--- src/rtl/on_the_fly_incr_interface.sv ---
// on_the_fly_incr_interface: MSD-first signed-digit accumulator with held result streamed back as signed digits
module on_the_fly_incr_interface #(
  parameter int    RADIX_MODE     = 1,
  parameter string ENCODING_MODE  = "signed-digit",
  parameter int    PIPLINE_ENABLE = 1,
  parameter int    ACCURATE_MAX   = 8,
  parameter int    DATA_LEN_WIDTH = 5,
  parameter int    EXTEND_WIDTH   = 1,
  parameter int    DATA_WIDTH     = 2
) (
  input  logic                      i_clk,
  input  logic                      i_rstn,
  input  logic                      i_mbus_wen,
  input  logic [DATA_WIDTH-1:0]     i_mbus_wdata,
  input  logic                      i_mbus_wvalid,
  input  logic                      i_mbus_wlast,
  input  logic                      i_mbus_wend,
  output logic                      o_mbus_wready,
  input  logic                      i_mbus_rrq,
  input  logic [DATA_LEN_WIDTH-1:0] i_mbus_rlen,
  output logic                      o_mbus_rready,
  output logic [DATA_WIDTH-1:0]     o_mbus_rdata,
  output logic                      o_mbus_rvalid,
  output logic                      o_mbus_rlast
);
  localparam int W = 1 + EXTEND_WIDTH + ACCURATE_MAX;
  localparam int KW = $clog2(ACCURATE_MAX + 1);
  localparam int CW = $clog2(W + 1);
  localparam bit BS = ENCODING_MODE == "borrow-save";
  localparam bit PIPE = PIPLINE_ENABLE != 0;
  localparam logic [1:0] POS = BS ? 2'b01 : 2'b10;
  localparam logic [1:0] NEG = BS ? 2'b11 : 2'b01;
  logic [W-1:0] acc, hold, sreg, unit, sum;
  logic [KW-1:0] k, hold_len, len, n_sel;
  logic [CW-1:0] rem;
  logic hold_full, busy, first, lock, pos, neg, accept, fin, load, done;
  // digit decode, weighted add, handshakes and read length selection
  always_comb begin
    pos = BS ? i_mbus_wdata[1:0] == 2'b01 : i_mbus_wdata[1:0] == 2'b10;
    neg = BS ? i_mbus_wdata[1:0] == 2'b11 : i_mbus_wdata[1:0] == 2'b01;
    unit = (k < KW'(ACCURATE_MAX)) ? W'(1) << (ACCURATE_MAX - RADIX_MODE * (int'(k) + 1)) : '0;
    sum = acc + (pos ? unit : neg ? -unit : '0);
    len = (k == KW'(ACCURATE_MAX)) ? k : k + KW'(1);
    o_mbus_wready = !hold_full && (PIPE || !lock);
    o_mbus_rready = !PIPE && hold_full && !busy;
    accept = i_mbus_wen && i_mbus_wvalid && o_mbus_wready;
    fin = accept && i_mbus_wlast && i_mbus_wend;
    load = hold_full && !busy && (PIPE || i_mbus_rrq);
    done = busy && rem == CW'(1);
    n_sel = (PIPE || i_mbus_rlen == '0) ? hold_len :
            (i_mbus_rlen > DATA_LEN_WIDTH'(ACCURATE_MAX)) ? KW'(ACCURATE_MAX) : KW'(i_mbus_rlen);
    o_mbus_rvalid = busy;
    o_mbus_rlast = done;
    o_mbus_rdata = (busy && sreg[W-1]) ? DATA_WIDTH'(first ? NEG : POS) : '0;
  end
  // accumulate one digit per accepted beat; the final operand empties the accumulator
  always_ff @(posedge i_clk) begin
    if (!i_rstn) begin
      acc <= '0;
      k <= '0;
    end else if (accept) begin
      acc <= fin ? '0 : sum;
      k <= i_mbus_wlast ? '0 : len;
    end
  end
  // hold buffer for a finished sum; lock keeps writers out until a requested stream ends
  always_ff @(posedge i_clk) begin
    if (!i_rstn) begin
      hold <= '0;
      hold_len <= '0;
      hold_full <= 1'b0;
      lock <= 1'b0;
    end else begin
      if (fin) begin
        hold <= sum;
        hold_len <= len;
      end
      hold_full <= fin || (hold_full && !load);
      lock <= fin || (lock && !done);
    end
  end
  // output shifter emits the held sum MSB-first, sign digit first
  always_ff @(posedge i_clk) begin
    if (!i_rstn) begin
      sreg <= '0;
      rem <= '0;
      busy <= 1'b0;
      first <= 1'b0;
    end else if (load) begin
      sreg <= hold;
      rem <= CW'(1 + EXTEND_WIDTH) + CW'(n_sel);
      busy <= 1'b1;
      first <= 1'b1;
    end else if (busy) begin
      sreg <= sreg << 1;
      rem <= rem - CW'(1);
      busy <= !done;
      first <= 1'b0;
    end
  end
endmodule

--- config.mk ---
export PLATFORM = sky130hd
export DESIGN_NAME = on_the_fly_incr_interface
export DESIGN_NICKNAME = d
export VERILOG_FILES = /design/src/rtl/on_the_fly_incr_interface.sv
export SDC_FILE = /design/constraint.sdc
export NUM_CORES = 1
export LEC_CHECK = 0
export BUFFER_PORTS_ARGS = -buffer_cell sky130_fd_sc_hd__clkbuf_2
export CAP_MARGIN = 15
export CORE_ASPECT_RATIO = 0.5
export CORE_MARGIN = 2
export CORE_UTILIZATION = 39
export CTS_BUF_LIST = sky130_fd_sc_hd__clkbuf_8
export CTS_CLUSTER_SIZE = 12
export DETAILED_ROUTE_END_ITERATION = 6
export PLACE_DENSITY = 0.57
export SYNTH_ARGS = -nofsm -noshare
export SYNTH_HDL_FRONTEND = slang
export SYNTH_SLANG_ARGS = --single-unit
--- constraint.sdc ---
create_clock -name i_clk -period 5 [get_ports i_clk]
set_input_delay 0.5 -clock i_clk [delete_from_list [all_inputs] [get_ports i_clk]]
set_output_delay 0.5 -clock i_clk [all_outputs]
set_load 0.02 [all_outputs]
==> flow_summary.ini, run 1 <==
[sta]
slew_violations = 0
fin_skew_ns = 0.00582
finalCritPeriodShare_pct = 67.8
finalHoldViolCount = 0
fmax_mhz = 295
hold_ws_ns = 0.471
rsz0062_at_grt = no
tightest_slew_ns = 0.866
min_period_ns = 3.39
timing.slew.headroom_pct = 42.2
finalSetupTns_ns = 0
setup_violations = 0

[routing]
wl_met2_um = 2200
met1Wirelength_um = 3230
drcViolationCount = 0
drtAntennaViolNets = 0
drt-wirelength-per-cell_um = 13.3
first_pass_iters = 4
top_layer = met4
via_per_inst = 5.16
drtIter0Drc = 202
met3_length_um = 218
wirelength_um = 5680
vias = 2207

[power_and_ir_drop]
vdd_drop_max_v = 0.000101
p_per_area_mw_per_mm2 = 244
p_sw_uw = 174
p_int_uw = 532
pwr-share-seq_pct = 52.1
clockPowerShare_pct = 39.6
p_leak_uw = 0.00113
comb_power_share_pct = 8.3
swShare_pct = 24.6

[clock_tree]
post_cts_buffers = 0
tritoncts = done
post_cts_resize_count = 0
path_clk_slew_ns = 0.09
htreeDepth = 2
clkSinkCount = 45
clockRootBuffer = clkbuf_8
cts_made_buffers = 5
clkLatencyLatePin_ns = 0.30
cts_buffer_depth = 2
postCtsHoldBufs = 0

[worst_setup_path]
cp_num_buf_inv = 1
arrival_ns = 3.63
cp_max_fo = 12
ff2ff_setup_slack_ns = 1.61
critPathSlowestCell = dfxtp_1
critPathLaunchType = register
cpPeakStageDelay_ns = 0.56
cpMostUsedCell = o21ai_0
crit_path_cell_trace = nand3_1, or2_1, ha_1, nand2_1, o21ai_0, inv_1, fa_1, nor2b_1, o21ai_1, a21boi_1, o21ai_0, a221oi_1, a31o_1
worst-endpoint-required_ns = 5.24
path_class = register to register
cp-end-kind = register
cp_top_family = compound AO/OA/AOI/OAI gates

[grt]
antenna_found_initial = 0
grt_pass1_vias = 1993
overflow = 0
grt_usage_pct = 15.8
grt_pass1_wl_um = 9690
grt_max_degree = 50

[place]
numPortBuffers = 12
place_congestion = 0.857
place_area_sq_mm = 0.00278
place_hpwl_um = 4020

[yosys]
yosysUniqueCellTypes = 57
yosysWarnings = 0
ys_seq_area_share_pct = 33.5
syn-num-nets = 365
synth-async-reset-ratio_pct = 0
syn_area_per_cell_sq_um = 8.03
ys_ff_latch = 45
synth_ff_type = dfxtp_1
syn_inst = 335
synth_edf_count = 0
syn-cell-area_sq_mm = 0.00269

[worst_hold_path]
hold_path.class = register to register

[die]
ios = 20
core_region_area_sq_mm = 0.00667
die_area_sq_mm = 0.00762
die_x_um = 121
die_y_um = 62.7
initial_core_util_pct = 40.3
rows = 21

[run_status]
status = finished, final reports clean

[finish]
final_layout_size_suffix_gt1_share_pct = 8.04
final_cell_mix = nand2_1 (51), dfxtp_1 (45), nor2_1 (23)
area_growth_pct = 7.48
nets = 365
final_area_sq_mm = 0.00289
final_common_cell = nand2_1
num_antenna_cells = 0

[flow_run]
drv_cap = 0
-- through the flow --
| step | total power, uW | std cells | utilization, % | setup slack, ns |
|---|---|---|---|---|
| 4_1_cts | 710 | 428 | 43.3 | 1.70 |
| 3_3_place_gp | 433 | 420 | 41.7 | 1.78 |
| 5_1_grt | 739 | 428 | 43.3 | 1.33 |
| 3_5_place_dp | 434 | 420 | 41.7 | 1.72 |
| 6_report | 706 | 428 | 43.3 | 1.61 |
| 2_1_floorplan | 420 | 335 | - | 2.21 |
-- final timing paths --
check	start	endpoint	cells past startpoint
worst min register to register	acc[6]	acc[6]	2
worst max-delay path	k[2]	hold[6]	13
worst max register to register	k[2]	hold[6]	13
worst min-delay path	acc[6]	acc[6]	2
-- per-layer routing --
metal	up-vias	GRT usage [%]
li1	1161	-
met1	1007	24.9
met2	37	22.0
met3	2	3.38
met4	0	2.59
met5	-	0
-- Yosys cell counts (2+ instances only) --
master | count | area share [%]
a221o_1 | 2 | 0.74
clkbuf_1 | 12 | 1.7
o32ai_1 | 2 | 0.65
nand2b_1 | 4 | 0.93
nand3_1 | 11 | 2.0
o21ai_0 | 21 | 3.9
nand2_1 | 51 | 7.1
nor3_1 | 4 | 0.74
inv_1 | 8 | 1.1
xnor2_1 | 5 | 1.6
o211ai_1 | 4 | 1.1
nor2_1 | 23 | 3.2
xor2_1 | 3 | 0.98
or3_1 | 2 | 0.46
a21boi_1 | 2 | 0.56
o21a_1 | 3 | 0.84
o211a_1 | 2 | 0.74
and2_1 | 14 | 3.3
a21o_1 | 4 | 1.1
a22oi_1 | 5 | 1.4
buf_2 | 5 | 0.93
a21boi_0 | 9 | 2.5
o31ai_1 | 4 | 1.1
ha_1 | 15 | 7.0
a21oi_1 | 14 | 2.6
dfxtp_1 | 45 | 33
nor3b_1 | 3 | 0.84
a31oi_1 | 5 | 1.2
nor2b_1 | 12 | 2.8
and3_1 | 3 | 0.70
mux2i_1 | 12 | 4.5
-- cell families after synthesis --
| logic type | after synthesis | synth area share, % |
|---|---|---|
| adders and majority gates | 16 | 7.72 |
| DFF | 45 | 33.5 |
| AOI/OAI and AO/OA | 87 | 21.7 |
| muxes | 13 | 4.88 |
| xor gates and xnor gates | 8 | 2.60 |
| and+or+nand+nor | 135 | 24.7 |
| buffers and inverters | 30 | 4.83 |
| other | 1 | 0.139 |
-- cell type report --
class,count,area (sq um)
Clock buffer,5,68.8
Tap cell,92,115
Timing Repair Buffer,13,67.6
Inverter,10,37.5
Clock inverter,3,42.5
Multi-Input combinational cell,260,1660
Sequential cell,45,901
Fill cell,708,3780
-- worst register-to-register path, delay by kind of cell (launching register included) --
family	cells	cell delay, ns
AO/OA/AOI/OAI	6	1.29
adder cells (fa/ha/maj)	2	0.75
buffers and inverters	1	0.11
flip-flops	1	0.56
AND/OR/NAND/NOR	4	0.63
-- power groups by stage --
stage | sequential, uW | clock (uW) | combinational [uW]
2_1_floorplan | 374 | 0 | 46.6
3_3_place_gp | 376 | 0 | 56.3
3_5_place_dp | 376 | 0 | 57.7
4_1_cts | 368 | 284 | 57.9
5_1_grt | 369 | 305 | 65.0
6_report | 368 | 280 | 58.4
-- registers in the layout (all words and copies together) (netlist names), 4 cells and up --
| name | cells |
|---|---|
| acc | 10 |
| hold | 10 |
| sreg | 10 |
| hold_len | 4 |
| k | 4 |
| rem | 4 |
Power figures use the tool's default switching activity.
==> inputs of run 2 (changes only) <==
--- a/config.mk
+++ b/config.mk
@@ -13,7 +13,7 @@
 export CTS_BUF_LIST = sky130_fd_sc_hd__clkbuf_8
 export CTS_CLUSTER_SIZE = 12
 export DETAILED_ROUTE_END_ITERATION = 6
-export PLACE_DENSITY = 0.57
+export PLACE_DENSITY = 0.59
 export SYNTH_ARGS = -nofsm -noshare
 export SYNTH_HDL_FRONTEND = slang
 export SYNTH_SLANG_ARGS = --single-unit
==> constraint.sdc (replaced) <==
create_clock -name i_clk -period 3 [get_ports i_clk]
set_input_delay 0.3 -clock i_clk [delete_from_list [all_inputs] [get_ports i_clk]]
set_output_delay 0.3 -clock i_clk [all_outputs]
set_load 0.02 [all_outputs]
==> flow_summary.ini, run 2 (same netlist as run 1, synthesis figures left out) <==
[die]
die_y_um = 62.7
die_area_sq_mm = 0.00762
initial_core_util_pct = 40.3
die_x_um = 121
ios = 20
core_region_area_sq_mm = 0.00667
rows = 21

[sta]
setup_violations = 0
timing.slew.headroom_pct = 44.2
finalHoldViolCount = 0
min_period_ns = 2.80
rsz0062_at_grt = no
tightest_slew_ns = 0.836
slew_violations = 0
finalCritPeriodShare_pct = 93.4
fin_skew_ns = 0.00445
hold_ws_ns = 0.417
fmax_mhz = 357
finalSetupTns_ns = 0

[worst_setup_path]
timing.rr.start = k[3]
critical_path.startpoint = k[3]
critPathSlowestCell = or3_1
cp_top_family = simple AND/OR/NAND/NOR gates
crit_path_cell_trace = nand2b_1, nor3_2, inv_1, ha_2, nand2_1, nand2_1, nand2_1, o31ai_2, ha_1, nor2b_1, o21ai_1, a21boi_2, or3_1, a221oi_2, a31o_1
cp-end-kind = register
cpMostUsedCell = nand2_1
path_class = register to register
cp_num_buf_inv = 1
critPathLaunchType = register
cp_max_fo = 5
cpPeakStageDelay_ns = 0.35
arrival_ns = 3.05
worst-endpoint-required_ns = 3.25

[finish]
nets = 377
final_cell_mix = nand2_1 (51), dfxtp_1 (42), nor2_1 (23)
reg.largest.list = acc (10), hold (10), sreg (10)
final_common_cell = nand2_1
nFillCells = 686
num_antenna_cells = 0
final_layout_size_suffix_gt1_share_pct = 14.1
area_growth_pct = 12.3

[grt]
antenna_found_initial = 0
grt_pass1_wl_um = 9880
overflow = 0
grt_pass1_vias = 2070
grt_max_degree = 50
grt_usage_pct = 16.1

[worst_hold_path]
hold_path.class = input pin to register
min_from = i_mbus_wlast

[clock_tree]
postCtsHoldBufs = 0
clkLatencyLatePin_ns = 0.30
clockRootBuffer = clkbuf_8
post_cts_buffers = 0
cts_made_buffers = 5
htreeDepth = 2
tritoncts = done
clkSinkCount = 45
cts_buffer_depth = 2
path_clk_slew_ns = 0.09

[place]
numPortBuffers = 12
place_hpwl_um = 4260
place_congestion = 0.933

[routing]
wirelength_um = 5970
vias = 2268
drtIter0Drc = 191
drtAntennaViolNets = 0
via_per_inst = 5.15
drcViolationCount = 0
first_pass_iters = 5
drt-wirelength-per-cell_um = 13.6

[power_and_ir_drop]
clockPowerShare_pct = 39.6
p_int_uw = 890
p_per_area_mw_per_mm2 = 392
p_leak_uw = 0.00120
comb_power_share_pct = 8.8
vdd_drop_max_v = 0.000158
swShare_pct = 24.9
p_sw_uw = 295
pwr-share-seq_pct = 51.6

[run_status]
status = finished, final reports clean

[flow_run]
drv_cap = 0
run 2: final cells by class:
type | count | area, sq um | area share, %
Sequential cell | 45 | 907 | 30.0
Inverter | 10 | 37.5 | 1.24
Timing Repair Buffer | 25 | 158 | 5.22
Multi-Input combinational cell | 260 | 1690 | 56.0
Clock buffer | 5 | 68.8 | 2.28
Tap cell | 92 | 115 | 3.81
Clock inverter | 3 | 42.5 | 1.41
run 2: worst paths after layout:
| check | endpoint | slack [ns] | cells after the start |
|---|---|---|---|
| hold reg to reg | acc[6] | 0.47 | 2 |
| setup / recovery | hold[6] | 0.20 | 15 |
| setup reg to reg | hold[6] | 0.20 | 15 |
| hold / removal | k[3] | 0.42 | 3 |
run 2: power by group through the flow:
stage	sequential (uW)	combinational [uW]	clock (uW)
after global routing	613	115	502
after floorplan	623	77.6	0
final	612	104	470
after global placement	626	98.8	0
after CTS	612	102	483
after detailed placement	626	101	0
run 2: tightest hold or removal path: cells and delay by family:
kind	cells	cell delay, ns
buffers and inverters	1	0.18
AOI/OAI and AO/OA	1	0.05
and+or+nand+nor	1	0.14
run 2: metal layers:
layer	vias to the layer above	part of all wire (%)	track usage (%)
met5	-	0	0
met4	0	1.1	4.60
met3	7	4.4	3.28
met2	56	39	23.5
met1	1016	55	23.9
li1	1189	-	-
run 2: stage by stage:
step | area (sq um) | utilization [%] | power [uW] | std cells | worst slack [ns]
finish | 3020 | 45.3 | 1190 | 440 | 0.197
global route | 3020 | 45.3 | 1230 | 440 | 0.0271
CTS | 2980 | 44.7 | 1200 | 440 | 0.00530
detailed placement | 2870 | 43.0 | 727 | 432 | 0.0193
global placement | 2870 | 43.0 | 724 | 432 | 0.0867
floorplan | 2690 | - | 700 | 335 | 0.208
run 2: repair_timing:
item / CTS / global route
resized for setup: 0 / 12
hold endpoints to repair: 0 / 0
endpoints found under the setup margin: 0 / 8
==> inputs of run 3 (changes only) <==
--- a/config.mk
+++ b/config.mk
@@ -6,14 +6,13 @@
 export NUM_CORES = 1
 export LEC_CHECK = 0
 export BUFFER_PORTS_ARGS = -buffer_cell sky130_fd_sc_hd__clkbuf_2
-export CAP_MARGIN = 15
 export CORE_ASPECT_RATIO = 0.5
 export CORE_MARGIN = 2
-export CORE_UTILIZATION = 39
+export CORE_UTILIZATION = 55
 export CTS_BUF_LIST = sky130_fd_sc_hd__clkbuf_8
 export CTS_CLUSTER_SIZE = 12
 export DETAILED_ROUTE_END_ITERATION = 6
-export PLACE_DENSITY = 0.59
+export PLACE_DENSITY = 0.78
 export SYNTH_ARGS = -nofsm -noshare
 export SYNTH_HDL_FRONTEND = slang
 export SYNTH_SLANG_ARGS = --single-unit
==> flow_summary.ini, run 3 (same netlist as run 1, synthesis figures left out) <==
[routing]
drt-wirelength-per-cell_um = 14.2
wirelength_um = 5890
drcViolationCount = 0
vias = 2369
drtIter0Drc = 118
drtAntennaViolNets = 0
via_per_inst = 5.74
first_pass_iters = 4

[sta]
fin_skew_ns = 0.00916
slew_violations = 0
hold_ws_ns = 0.412
finalHoldViolCount = 0
fmax_mhz = 354
finalCritPeriodShare_pct = 94.1
timing.slew.headroom_pct = 45.9
tightest_slew_ns = 0.811
finalSetupTns_ns = 0
setup_violations = 0
min_period_ns = 2.82
rsz0062_at_grt = no

[finish]
final_common_cell = nand2_1
area_growth_pct = 10.2
final_cell_mix = nand2_1 (51), dfxtp_1 (42), nor2_1 (23)
final_layout_size_suffix_gt1_share_pct = 14.4
reg.largest.list = acc (10), hold (10), sreg (10)
nets = 376
num_antenna_cells = 0
multi_input_area_sq_mm = 0.00170
regArea_sq_um = 905
utilization_pct = 65.2
final_cells = 413
nFillCells = 395

[place]
place_congestion = 0.890
place_inst = 405
numPortBuffers = 12
place_hpwl_um = 4290

[clock_tree]
htreeDepth = 2
clkLatencyLatePin_ns = 0.30
clkSinkCount = 45
cts_made_buffers = 5
path_clk_slew_ns = 0.08
post_cts_buffers = 0
cts_buffer_depth = 2
tritoncts = done
clockRootBuffer = clkbuf_8

[worst_setup_path]
arrival_ns = 3.00
cp_max_fo = 6
path_class = register to register
critPathLaunchType = register
worst-endpoint-required_ns = 3.18
cp-end-kind = register

[die]
core_region_area_sq_mm = 0.00455
die_area_sq_mm = 0.00550
die_x_um = 103
ios = 20
rows = 17
die_y_um = 53.5
initial_core_util_pct = 59.1

[grt]
antenna_found_initial = 0
grt_usage_pct = 23.9
grt_max_degree = 50
grt_pass1_vias = 2187
overflow = 0
grt_pass1_wl_um = 10100

[power_and_ir_drop]
p_leak_uw = 0.00118
p_per_area_mw_per_mm2 = 368
vdd_drop_max_v = 0.000185

[worst_hold_path]
hold_path.class = input pin to register

[flow_run]
drv_cap = 0

[run_status]
status = finished, final reports clean
run 3: cell type report:
cell class / instances / share of cell area (%)
multi-input combinational: 260 / 57.4
sequential: 45 / 30.5
timing repair buffer: 24 / 5.06
tap: 66 / 2.78
clock buffer: 5 / 2.32
inverter: 10 / 1.27
clock inverter: 3 / 0.633
run 3: stage by stage:
step | setup slack (ns) | power [uW] | instance area [sq um]
after detailed placement | -0.0436 | 727 | 2830
after CTS | 0.0126 | 1100 | 2930
after global routing | 0.0233 | 1140 | 2970
final | 0.177 | 1090 | 2970
after floorplan | 0.208 | 700 | 2690
after global placement | 0.119 | 723 | 2830
run 3: critical path: stages (launching register included):
cell and delay (ns):
dfxtp_1 0.35, nand2b_1 0.20, nor3_2 0.12, inv_1 0.08, ha_2 0.22, o21ai_0 0.12, a21oi_1 0.12, o21a_1 0.19
a21oi_2 0.14, ha_2 0.33, a21o_1 0.25, nand3_1 0.10, nand2_1 0.07, a211oi_2 0.21, a211o_1 0.14, o211ai_1 0.08
run 3: power by group:
group / internal, uW / switching, uW
Clock: 161 / 213
Combinational: 40.4 / 65.2
Sequential: 605 / 8.03
run 3: per-layer routing:
layer	GRT usage (%)	share of wire, %	vias up
met5	0	0	-
met4	6.36	1.4	0
met3	5.68	6.4	10
met2	37.1	42	64
met1	33.3	51	1098
li1	-	-	1197
run 3: repair_timing:
item                                    4_1_cts  5_1_grt
gates resized for setup                       2       12
pin swaps                                     0        5
endpoints found under the setup margin        1       10
hold buffers                                  0        0
run 3: final timing paths:
| path | start | end | slack, ns | cells past startpoint |
|---|---|---|---|---|
| worst min-delay path | i_mbus_wlast | k[3] | 0.41 | 3 |
| worst max-delay path | k[3] | acc[9] | 0.18 | 15 |
| worst max register to register | k[3] | acc[9] | 0.18 | 15 |
| worst min register to register | acc[6] | acc[6] | 0.46 | 2 |
